`src/rtl/sram_arb_pkg.sv`:
```
// sram_arb_pkg: shared types and constants for the SRAM arbiter.
//   arb_state_t : sequencer states
//   PORT_CPU/LD : requester indices (also the bit positions in grant vectors)
//   cnt_width   : width of a down-counting-free wait counter covering 0..max-1
package sram_arb_pkg;

  typedef enum logic [2:0] {
    ST_IDLE,
    ST_RD,
    ST_WR_SETUP,
    ST_WR_PULSE,
    ST_WR_HOLD,
    ST_ACK
  } arb_state_t;

  localparam int PORT_CPU = 0;
  localparam int PORT_LD  = 1;

  // Counter only needs to reach max(a,b)-1; keep at least one bit.
  function automatic int cnt_width(input int a, input int b);
    int m;
    m = (a > b) ? a : b;
    return (m <= 2) ? 1 : $clog2(m);
  endfunction

endpackage

```
`src/rtl/rr_arbiter2.sv`:
```
// rr_arbiter2: two-way round-robin arbiter.
//   clk_i, rst_ni : clock, synchronous active-low reset
//   req_i[1:0]    : requests (bit index = port index)
//   en_i          : grant enable; the priority pointer moves only when high
//   gnt_o[1:0]    : one-hot grant (combinational), zero when no request
module rr_arbiter2
  import sram_arb_pkg::*;
(
  input  logic       clk_i,
  input  logic       rst_ni,
  input  logic [1:0] req_i,
  input  logic       en_i,
  output logic [1:0] gnt_o
);

  // prio_q names the port that wins a tie; after a grant it points at the
  // other port, so the port not granted last wins the next tie.
  logic prio_q, prio_d;

  always_comb begin
    gnt_o  = req_i;
    prio_d = prio_q;
    if (req_i == 2'b11) begin
      gnt_o = prio_q ? 2'b10 : 2'b01;
    end
    if (en_i && (req_i != 2'b00)) begin
      prio_d = gnt_o[0];
    end
  end

  always_ff @(posedge clk_i) begin
    if (!rst_ni) begin
      prio_q <= 1'(PORT_CPU);
    end else begin
      prio_q <= prio_d;
    end
  end

endmodule

```
`src/rtl/sram_arbiter.sv`:
```
// sram_arbiter: sequences an asynchronous SRAM and shares it between the
// processor port (cpu_*) and the loader/debug port (ld_*).
//   clk, reset            : clock, synchronous active-low reset
//   cpu_*/ld_* req,we,adr,wdata : request side
//   cpu_*/ld_* rdata,ack  : read data (held until that port's next read ack),
//                           one-cycle completion pulse
//   sram_ce_n/oe_n/we_n   : active-low SRAM strobes
//   sram_adr, sram_dout, sram_doe, sram_din : SRAM address/data bus
//   dbg_state_o           : current sequencer state
// Handshake: a requester raises req with we/adr/wdata stable and keeps them
// stable until ack pulses for one cycle; req still high after ack starts a
// new transaction, subject to round-robin fairness.
// Every output is registered and decoded from the next state, so strobes
// change exactly on the edge that enters each state.
module sram_arbiter
  import sram_arb_pkg::*;
#(
  parameter int ADDR_WIDTH = 8,
  parameter int DATA_WIDTH = 8,
  parameter int RD_WAIT    = 2,
  parameter int WR_PULSE   = 1
) (
  input  logic                  clk,
  input  logic                  reset,
  input  logic                  cpu_req,
  input  logic                  cpu_we,
  input  logic [ADDR_WIDTH-1:0] cpu_adr,
  input  logic [DATA_WIDTH-1:0] cpu_wdata,
  output logic [DATA_WIDTH-1:0] cpu_rdata,
  output logic                  cpu_ack,
  input  logic                  ld_req,
  input  logic                  ld_we,
  input  logic [ADDR_WIDTH-1:0] ld_adr,
  input  logic [DATA_WIDTH-1:0] ld_wdata,
  output logic [DATA_WIDTH-1:0] ld_rdata,
  output logic                  ld_ack,
  output logic                  sram_ce_n,
  output logic                  sram_oe_n,
  output logic                  sram_we_n,
  output logic [ADDR_WIDTH-1:0] sram_adr,
  output logic [DATA_WIDTH-1:0] sram_dout,
  output logic                  sram_doe,
  input  logic [DATA_WIDTH-1:0] sram_din,
  output arb_state_t            dbg_state_o
);

  localparam int CW = cnt_width(RD_WAIT, WR_PULSE);
  localparam logic [CW-1:0] RD_LAST = CW'(RD_WAIT - 1);
  localparam logic [CW-1:0] WR_LAST = CW'(WR_PULSE - 1);

  arb_state_t state_q, state_d;
  logic [CW-1:0] cnt_q, cnt_d;
  logic port_q, port_d;  // granted port index
  logic [1:0] gnt;
  logic gnt_en;

  // sram_adr_q/sram_dout_q double as the latched request fields.
  logic ce_n_q, ce_n_d, oe_n_q, oe_n_d, we_n_q, we_n_d, doe_q, doe_d;
  logic [ADDR_WIDTH-1:0] adr_q, adr_d;
  logic [DATA_WIDTH-1:0] dout_q, dout_d;
  logic [DATA_WIDTH-1:0] cpu_rdata_q, cpu_rdata_d, ld_rdata_q, ld_rdata_d;
  logic [1:0] ack_q, ack_d;

  rr_arbiter2 u_rr (
    .clk_i  (clk),
    .rst_ni (reset),
    .req_i  ({ld_req, cpu_req}),
    .en_i   (gnt_en),
    .gnt_o  (gnt)
  );

  always_comb begin
    state_d     = state_q;
    cnt_d       = cnt_q;
    port_d      = port_q;
    gnt_en      = 1'b0;
    adr_d       = adr_q;
    dout_d      = dout_q;
    cpu_rdata_d = cpu_rdata_q;
    ld_rdata_d  = ld_rdata_q;

    unique case (state_q)
      ST_IDLE: begin
        if (cpu_req || ld_req) begin
          gnt_en = 1'b1;
          port_d = gnt[PORT_LD];
          cnt_d  = '0;
          if (gnt[PORT_CPU]) begin
            adr_d   = cpu_adr;
            dout_d  = cpu_wdata;
            state_d = cpu_we ? ST_WR_SETUP : ST_RD;
          end else begin
            adr_d   = ld_adr;
            dout_d  = ld_wdata;
            state_d = ld_we ? ST_WR_SETUP : ST_RD;
          end
        end
      end
      ST_RD: begin
        if (cnt_q == RD_LAST) begin
          state_d = ST_ACK;
          // Capture on the edge leaving the last RD cycle.
          if (port_q) ld_rdata_d  = sram_din;
          else        cpu_rdata_d = sram_din;
        end else begin
          cnt_d = cnt_q + 1'b1;
        end
      end
      ST_WR_SETUP: begin
        state_d = ST_WR_PULSE;
        cnt_d   = '0;
      end
      ST_WR_PULSE: begin
        if (cnt_q == WR_LAST) state_d = ST_WR_HOLD;
        else                  cnt_d   = cnt_q + 1'b1;
      end
      ST_WR_HOLD: state_d = ST_ACK;
      ST_ACK:     state_d = ST_IDLE;
      default:    state_d = ST_IDLE;
    endcase

    // Output decode from the next state.
    ce_n_d = 1'b1;
    oe_n_d = 1'b1;
    we_n_d = 1'b1;
    doe_d  = 1'b0;
    ack_d  = 2'b00;
    unique case (state_d)
      ST_RD: begin
        ce_n_d = 1'b0;
        oe_n_d = 1'b0;
      end
      ST_WR_SETUP, ST_WR_HOLD: begin
        ce_n_d = 1'b0;
        doe_d  = 1'b1;
      end
      ST_WR_PULSE: begin
        ce_n_d = 1'b0;
        we_n_d = 1'b0;
        doe_d  = 1'b1;
      end
      ST_ACK:  ack_d = port_d ? 2'b10 : 2'b01;
      default: ;
    endcase
  end

  always_ff @(posedge clk) begin
    if (!reset) begin
      state_q     <= ST_IDLE;
      cnt_q       <= '0;
      port_q      <= 1'b0;
      ce_n_q      <= 1'b1;
      oe_n_q      <= 1'b1;
      we_n_q      <= 1'b1;
      doe_q       <= 1'b0;
      adr_q       <= '0;
      dout_q      <= '0;
      cpu_rdata_q <= '0;
      ld_rdata_q  <= '0;
      ack_q       <= 2'b00;
    end else begin
      state_q     <= state_d;
      cnt_q       <= cnt_d;
      port_q      <= port_d;
      ce_n_q      <= ce_n_d;
      oe_n_q      <= oe_n_d;
      we_n_q      <= we_n_d;
      doe_q       <= doe_d;
      adr_q       <= adr_d;
      dout_q      <= dout_d;
      cpu_rdata_q <= cpu_rdata_d;
      ld_rdata_q  <= ld_rdata_d;
      ack_q       <= ack_d;
    end
  end

  assign sram_ce_n   = ce_n_q;
  assign sram_oe_n   = oe_n_q;
  assign sram_we_n   = we_n_q;
  assign sram_doe    = doe_q;
  assign sram_adr    = adr_q;
  assign sram_dout   = dout_q;
  assign cpu_rdata   = cpu_rdata_q;
  assign ld_rdata    = ld_rdata_q;
  assign cpu_ack     = ack_q[PORT_CPU];
  assign ld_ack      = ack_q[PORT_LD];
  assign dbg_state_o = state_q;

endmodule

```
`config.mk`:
```
export PLATFORM = sky130hd
export DESIGN_NAME = sram_arbiter
export DESIGN_NICKNAME = d
export VERILOG_FILES = /design/src/rtl/sram_arb_pkg.sv /design/src/rtl/rr_arbiter2.sv /design/src/rtl/sram_arbiter.sv
export SDC_FILE = /design/constraint.sdc
export NUM_CORES = 1
export LEC_CHECK = 0
export CAP_MARGIN = 5
export CORE_ASPECT_RATIO = 1.4
export CORE_UTILIZATION = 27
export CTS_CLUSTER_SIZE = 16
export DETAILED_ROUTE_END_ITERATION = 10
export PLACE_DENSITY = 0.53
export SKIP_CTS_REPAIR_TIMING = 1
export SLEW_MARGIN = 10
export SYNTH_ARGS = -nofsm -noshare
export SYNTH_HDL_FRONTEND = slang
export SYNTH_SLANG_ARGS = --single-unit
```
`constraint.sdc`:
```
create_clock -name clk -period 2.15 [get_ports clk]
set_clock_uncertainty 0.2 [all_clocks]
set_input_delay 0.5375 -clock clk [delete_from_list [all_inputs] [get_ports clk]]
set_output_delay 0.5375 -clock clk [all_outputs]
set_load 0.005 [all_outputs]
```
== After elaboration in Yosys (flattened, before gate mapping) ==
Cells that the tools add are included.

* RAM bits: 0
* Memory bits (read-only): 0
* Flip-flop bits (word level): 44
* Bits in latches: 0
* Output and inout bits: 41
* Memories kept: 0

* Multiply operators: 0
* Bitwise logic cells: 1
* Equality and inequality tests: 11
* Reduce and logical (&&, ||, !) cells: 12
* Add/sub/neg operators: 1
* Divide/modulo/power cells: 0
* Shifts and indexed selects: 0
* Multiplexer cells: 24
* Magnitude comparators: 0

{| class="wikitable"
|+ Operators with widths
! kind !! count
|-
| $mux 8 || 2
|-
| $pmux 3 s5 || 1
|-
| $eq 3x2->1 const B || 4
|-
| $mux 2 || 6
|-
| $mux 1 || 11
|-
| $eq 3x3->1 const B || 3
|-
| $mux 3 || 3
|-
| $eq 3x1->1 const B || 2
|-
| $reduce_and 2->1 || 3
|-
| $reduce_and 3->1 || 2
|-
| $pmux 1 s4 || 1
|-
| $reduce_bool 4->1 || 1
|-
| $reduce_or 4->1 || 1
|-
| $logic_not 3->1 || 1
|-
| $reduce_or 3->1 || 1
|-
| $eq 2x2->1 const B || 1
|-
| $ne 2x2->1 const B || 1
|-
| $reduce_bool 2->1 || 1
|-
| $add 1x1->1 const B || 1
|-
| $logic_and 1x1->1 || 1
|-
| $logic_or 1x1->1 || 1
|-
| $not 1->1 || 1
|}

== Longest topological paths before layout ==
* Depth in word-level cells: 8
* Gate-level depth with buffers: 6
* Depth with buffers taken out: 4

== Cells and area by module ==
From an unflattened synthesis, not the netlist that was laid out.

* Cells, all modules: 211
* Area total of the unflattened synthesis: 1999.4 µm²

{| class="wikitable"
|+ By module, submodules not included
! module !! cells an instance !! times used !! area an instance (µm²)
|-
| sram_arbiter || 204 || 1 || 1938.1
|-
| rr_arbiter2 || 7 || 1 || 61.3
|}

== Least setup slack after synthesis ==
No wires, ideal clock.

* Path type: reg-to-reg
* From: reg state_q[2] (netlist: dbg_state_o[2])
* To: reg cpu_rdata_q[7] (netlist: cpu_rdata[7])
* Buffers on the path: 2
* Clock period less this slack: 1.612 ns
* Library setup time: 0.128 ns
* Data required time: 1.822 ns
* Stages on the path, launching flop included: 7
* Arrival time: 1.284 ns
* Slack: 0.538 ns
* Cell sequence: dfxtp_1 -> buf_6 -> nor3b_4 -> nor3b_2 -> buf_6 -> mux2i_1 -> nor2_1

* Cells in the longest elaborated chain, start to end: 2

{| class="wikitable"
|+ RTL lines
! element !! RTL line !! RTL
|-
| start, declared || sram_arbiter.sv:51 || <nowiki>arb_state_t state_q, state_d;</nowiki>
|-
| start signal, assigned || sram_arbiter.sv:162 || <nowiki>state_q <= state_d;</nowiki>
|-
| $eq 3x1->1 || sram_arbiter.sv:82 || <nowiki>unique case (state_q)</nowiki>
|-
| $reduce_and 3->1 (no line) || n/a ||
|-
| end signal, assigned || sram_arbiter.sv:171 || <nowiki>cpu_rdata_q <= cpu_rdata_d;</nowiki>
|-
| end, declared || sram_arbiter.sv:61 || <nowiki>logic [DATA_WIDTH-1:0] cpu_rdata_q, cpu_rdata_d, ld_rdata_q, ld_rdata_d;</nowiki>
|}

No other way between the ends.
A chain may end at the register's enable or synchronous reset.

== Final worst setup path ==
* From: reg state_q[1] (netlist: dbg_state_o[1])
* To: out dbg_state_o[1]

{| class="wikitable"
|+ RTL lines
! element !! RTL line !! RTL
|-
| end, declared || sram_arbiter.sv:44 || <nowiki>output arb_state_t dbg_state_o</nowiki>
|}

No word-level cell between the ends.

==> flow_summary.toml <==
[status]
status = "finished, final reports clean"

[setup_path]
path_class = "reg2out"
path_depth = 1
worstReg2RegStart = "dbg_state_o[2]"
crit_path_start_kind = "flop"
cp_slowest_cell = "clkdlybuf4s50_1"
r2r_end = "sram_dout[2]"
cp.required_ps = 1410
critPathMaxFanout = 6
rrSetupSlack_ps = 410
cpLargestDelayFamily = "buffers and inverters"
cp-end-kind = "output port"
slowest_delay_ps = 540
crit_start = "dbg_state_o[1]"
crit_end = "dbg_state_o[1]"
reg2reg_depth = 6
crit_buf_inv = 1
arrival_ps = 1270
worstPathCellList = "clkdlybuf4s50_1"

[cells_and_area]
nets = 322
ff_latch_area_um2 = 883
num-fill-cells = 706
multi_input_area_um2 = 906
diodes = 0
drive_gt1_frac = 0.134
area_growth_pct = 60.8
layout.cells.non_filler = 372

[sta]
rsz0062_at_grt = "no"
fmax_mhz = 497
finalCritPeriodShare = 0.936
worst_slew_pin_slew_ps = 455
setup_viol = 0
slew_headroom = 0.695
hold_violations = 0
timing.hold.ws_ps = 301
slew_viol_final = 0
setup_tns_ps = 0
worst_slack_ps = 138
post-route-min-period_ps = 2010

[clock_tree]
htree_levels = 2
cts_root_buf = "clkbuf_8"
clkTransAtPathRegs_ps = 80
cts_num_sinks = 44
cts_tree = "yes"
clock_latency_ps = 290
clockBufferDepth = 2
cts-buffers-inserted = 5

[place]
dp_cells = 364
dp_hpwl_um = 3510
place_ws_ps = -66.3
portBuffers = 86
place.gp.congestion = 0.814

[floorplanning]
die_h_um = 102
coreArea_um2 = 6940
fp.dieW_um = 73.2
initial_core_util = 0.277
dieArea_um2 = 7450
rows = 36
io_pins = 87

[yosys]
ys_seq_area_frac = 0.459
syn_avg_cell_area_um2 = 10.7
syn_inst = 180
ys_types = 36
yosys_warnings = 0
syn_area_um2 = 1920
synth_seq_cells = 44
synth_nets = 226

[detailed_routing]
vias = 1621
drc_errors = 0
ant_nets = 0
first_iter_violations = 35
vias_per_cell = 4.36
drt_first_pass_iters = 4
route.detailed.wl_per_inst_um = 12.4
drt_wl_total_um = 4620

[global_route]
grt_usage = 0.131
gr-total-overflow = 0
grt_pass1_wl_um = 7420
antenna_found_initial = 0
grt_pass1_vias = 1540
grt_max_degree = 33

[run]
cap_violations = 0

[power_and_ir_drop]
power_per_cell_area_nw_per_um2 = 948
p_leak_uw = 0.00123
irDropWorstVdd_v = 0.000388

[worst_hold_path]
holdCritPathClass = "reg2reg"
[synthesized netlist by cell type (all sizes together)]
cell	n	area (um^2)
dfxtp	44	881
nor2	37	139
mux2i	32	320
a211oi	16	120
buf	10	109
nor3	4	31.3
nor3b	4	46.3
clkbuf	3	11.3
inv	3	11.3
nand2	3	11.3
a21o	2	15.0
a21oi	2	10.0
a32oi	2	36.3
nor2b	2	12.5
o21a	2	15.0
o41ai	2	25.0
a2111oi	1	27.5
a21boi	1	11.3
a22o	1	8.76
a311oi	1	8.76
a31oi	1	6.26
mux2	1	11.3
nand2b	1	6.26
nand3	1	10.0
nand3b	1	7.51
o211ai	1	12.5
o21ai	1	5.00
xor2	1	8.76
[state kept, by name, indices dropped and copies added, names as in the netlist]
| name | count |
|---|---|
| cpu_rdata | 8 |
| ld_rdata | 8 |
| sram_adr | 8 |
| sram_dout | 8 |
| dbg_state_o | 3 |
| ack_q | 2 |
| cnt_q | 1 |
| port_q | 1 |
| sram_ce_n | 1 |
| sram_doe | 1 |
| sram_oe_n | 1 |
| sram_we_n | 1 |
| u_rr.prio_q | 1 |
[layout make-up]
type | instances | area share
multi-input combinational | 120 | 0.294
sequential | 44 | 0.286
timing repair buffer | 102 | 0.326
tap | 95 | 0.0385
clock inverter | 3 | 0.0292
inverter | 3 | 0.00365
clock buffer | 5 | 0.0223
[worst min-delay path: stages (launching register included)]
cell      delay (ps)
dfxtp_1          320
nor2_1            90
a211oi_1          50
[cells by family (layout without fill, tap and decap cells)]
group / count (synthesis) / count (layout) / share of synthesized area
compound gates: 33 / 33 / 0.157
simple gates: 53 / 53 / 0.138
xor+xnor: 1 / 1 / 0.00457
flops: 44 / 44 / 0.459
buf+inv: 16 / 113 / 0.0685
mux: 33 / 33 / 0.173
[layer usage]
layer	track usage	up-vias	part of all wire
met4	0.0498	0	0.0069
li1	-	832	-
met3	0.0358	2	0.054
met2	0.236	51	0.53
met1	0.144	736	0.40
met5	0	-	0
[metrics by stage]
stage / utilization / total power (uW) / instance area (um^2)
after detailed placement: 0.421 / 2080 / 2920
after global routing: 0.445 / 3100 / 3080
after floorplan: - / 1620 / 1920
after CTS: 0.444 / 2970 / 3080
after global placement: 0.421 / 2080 / 2920
final: 0.445 / 2920 / 3080
[placed cells by master (no fill, tap or decap), types with 2 or more instances in the layout]
cell / instances
buf_4: 14
inv_1: 2
a21o_1: 2
o21a_1: 2
dfxtp_2: 2
bufinv_16: 3
a211oi_1: 16
clkdlybuf4s50_1: 86
a21oi_1: 2
clkbuf_8: 5
nor3b_1: 2
nor3_1: 3
nand2_1: 3
mux2i_1: 32
nor2_1: 37
buf_12: 2
dfxtp_1: 42
nor2b_1: 2
[worst min-delay path by stage]
| stage | startpoint | end | cells past startpoint |
|---|---|---|---|
| 2_1_floorplan | u_rr.prio_q | u_rr.prio_q | 1 |
| 4_1_cts | sram_dout[2] | sram_dout[2] | 2 |
| 5_1_grt | sram_dout[7] | sram_dout[7] | 2 |
| 6_report | sram_adr[4] | sram_adr[4] | 2 |
| 3_3_place_gp | cpu_rdata[0] | cpu_rdata[0] | 2 |
| 3_5_place_dp | cpu_rdata[0] | cpu_rdata[0] | 2 |
[power breakdown]
part	leakage [uW]	internal, uW	total, uW	switching [uW]
sequential	0.000361	963	1070	110
clock	0.0000784	581	868	287
combinational	0.000789	579	984	405
total	0.00123	2120	2920	802
(Power assumes the default switching activity.)
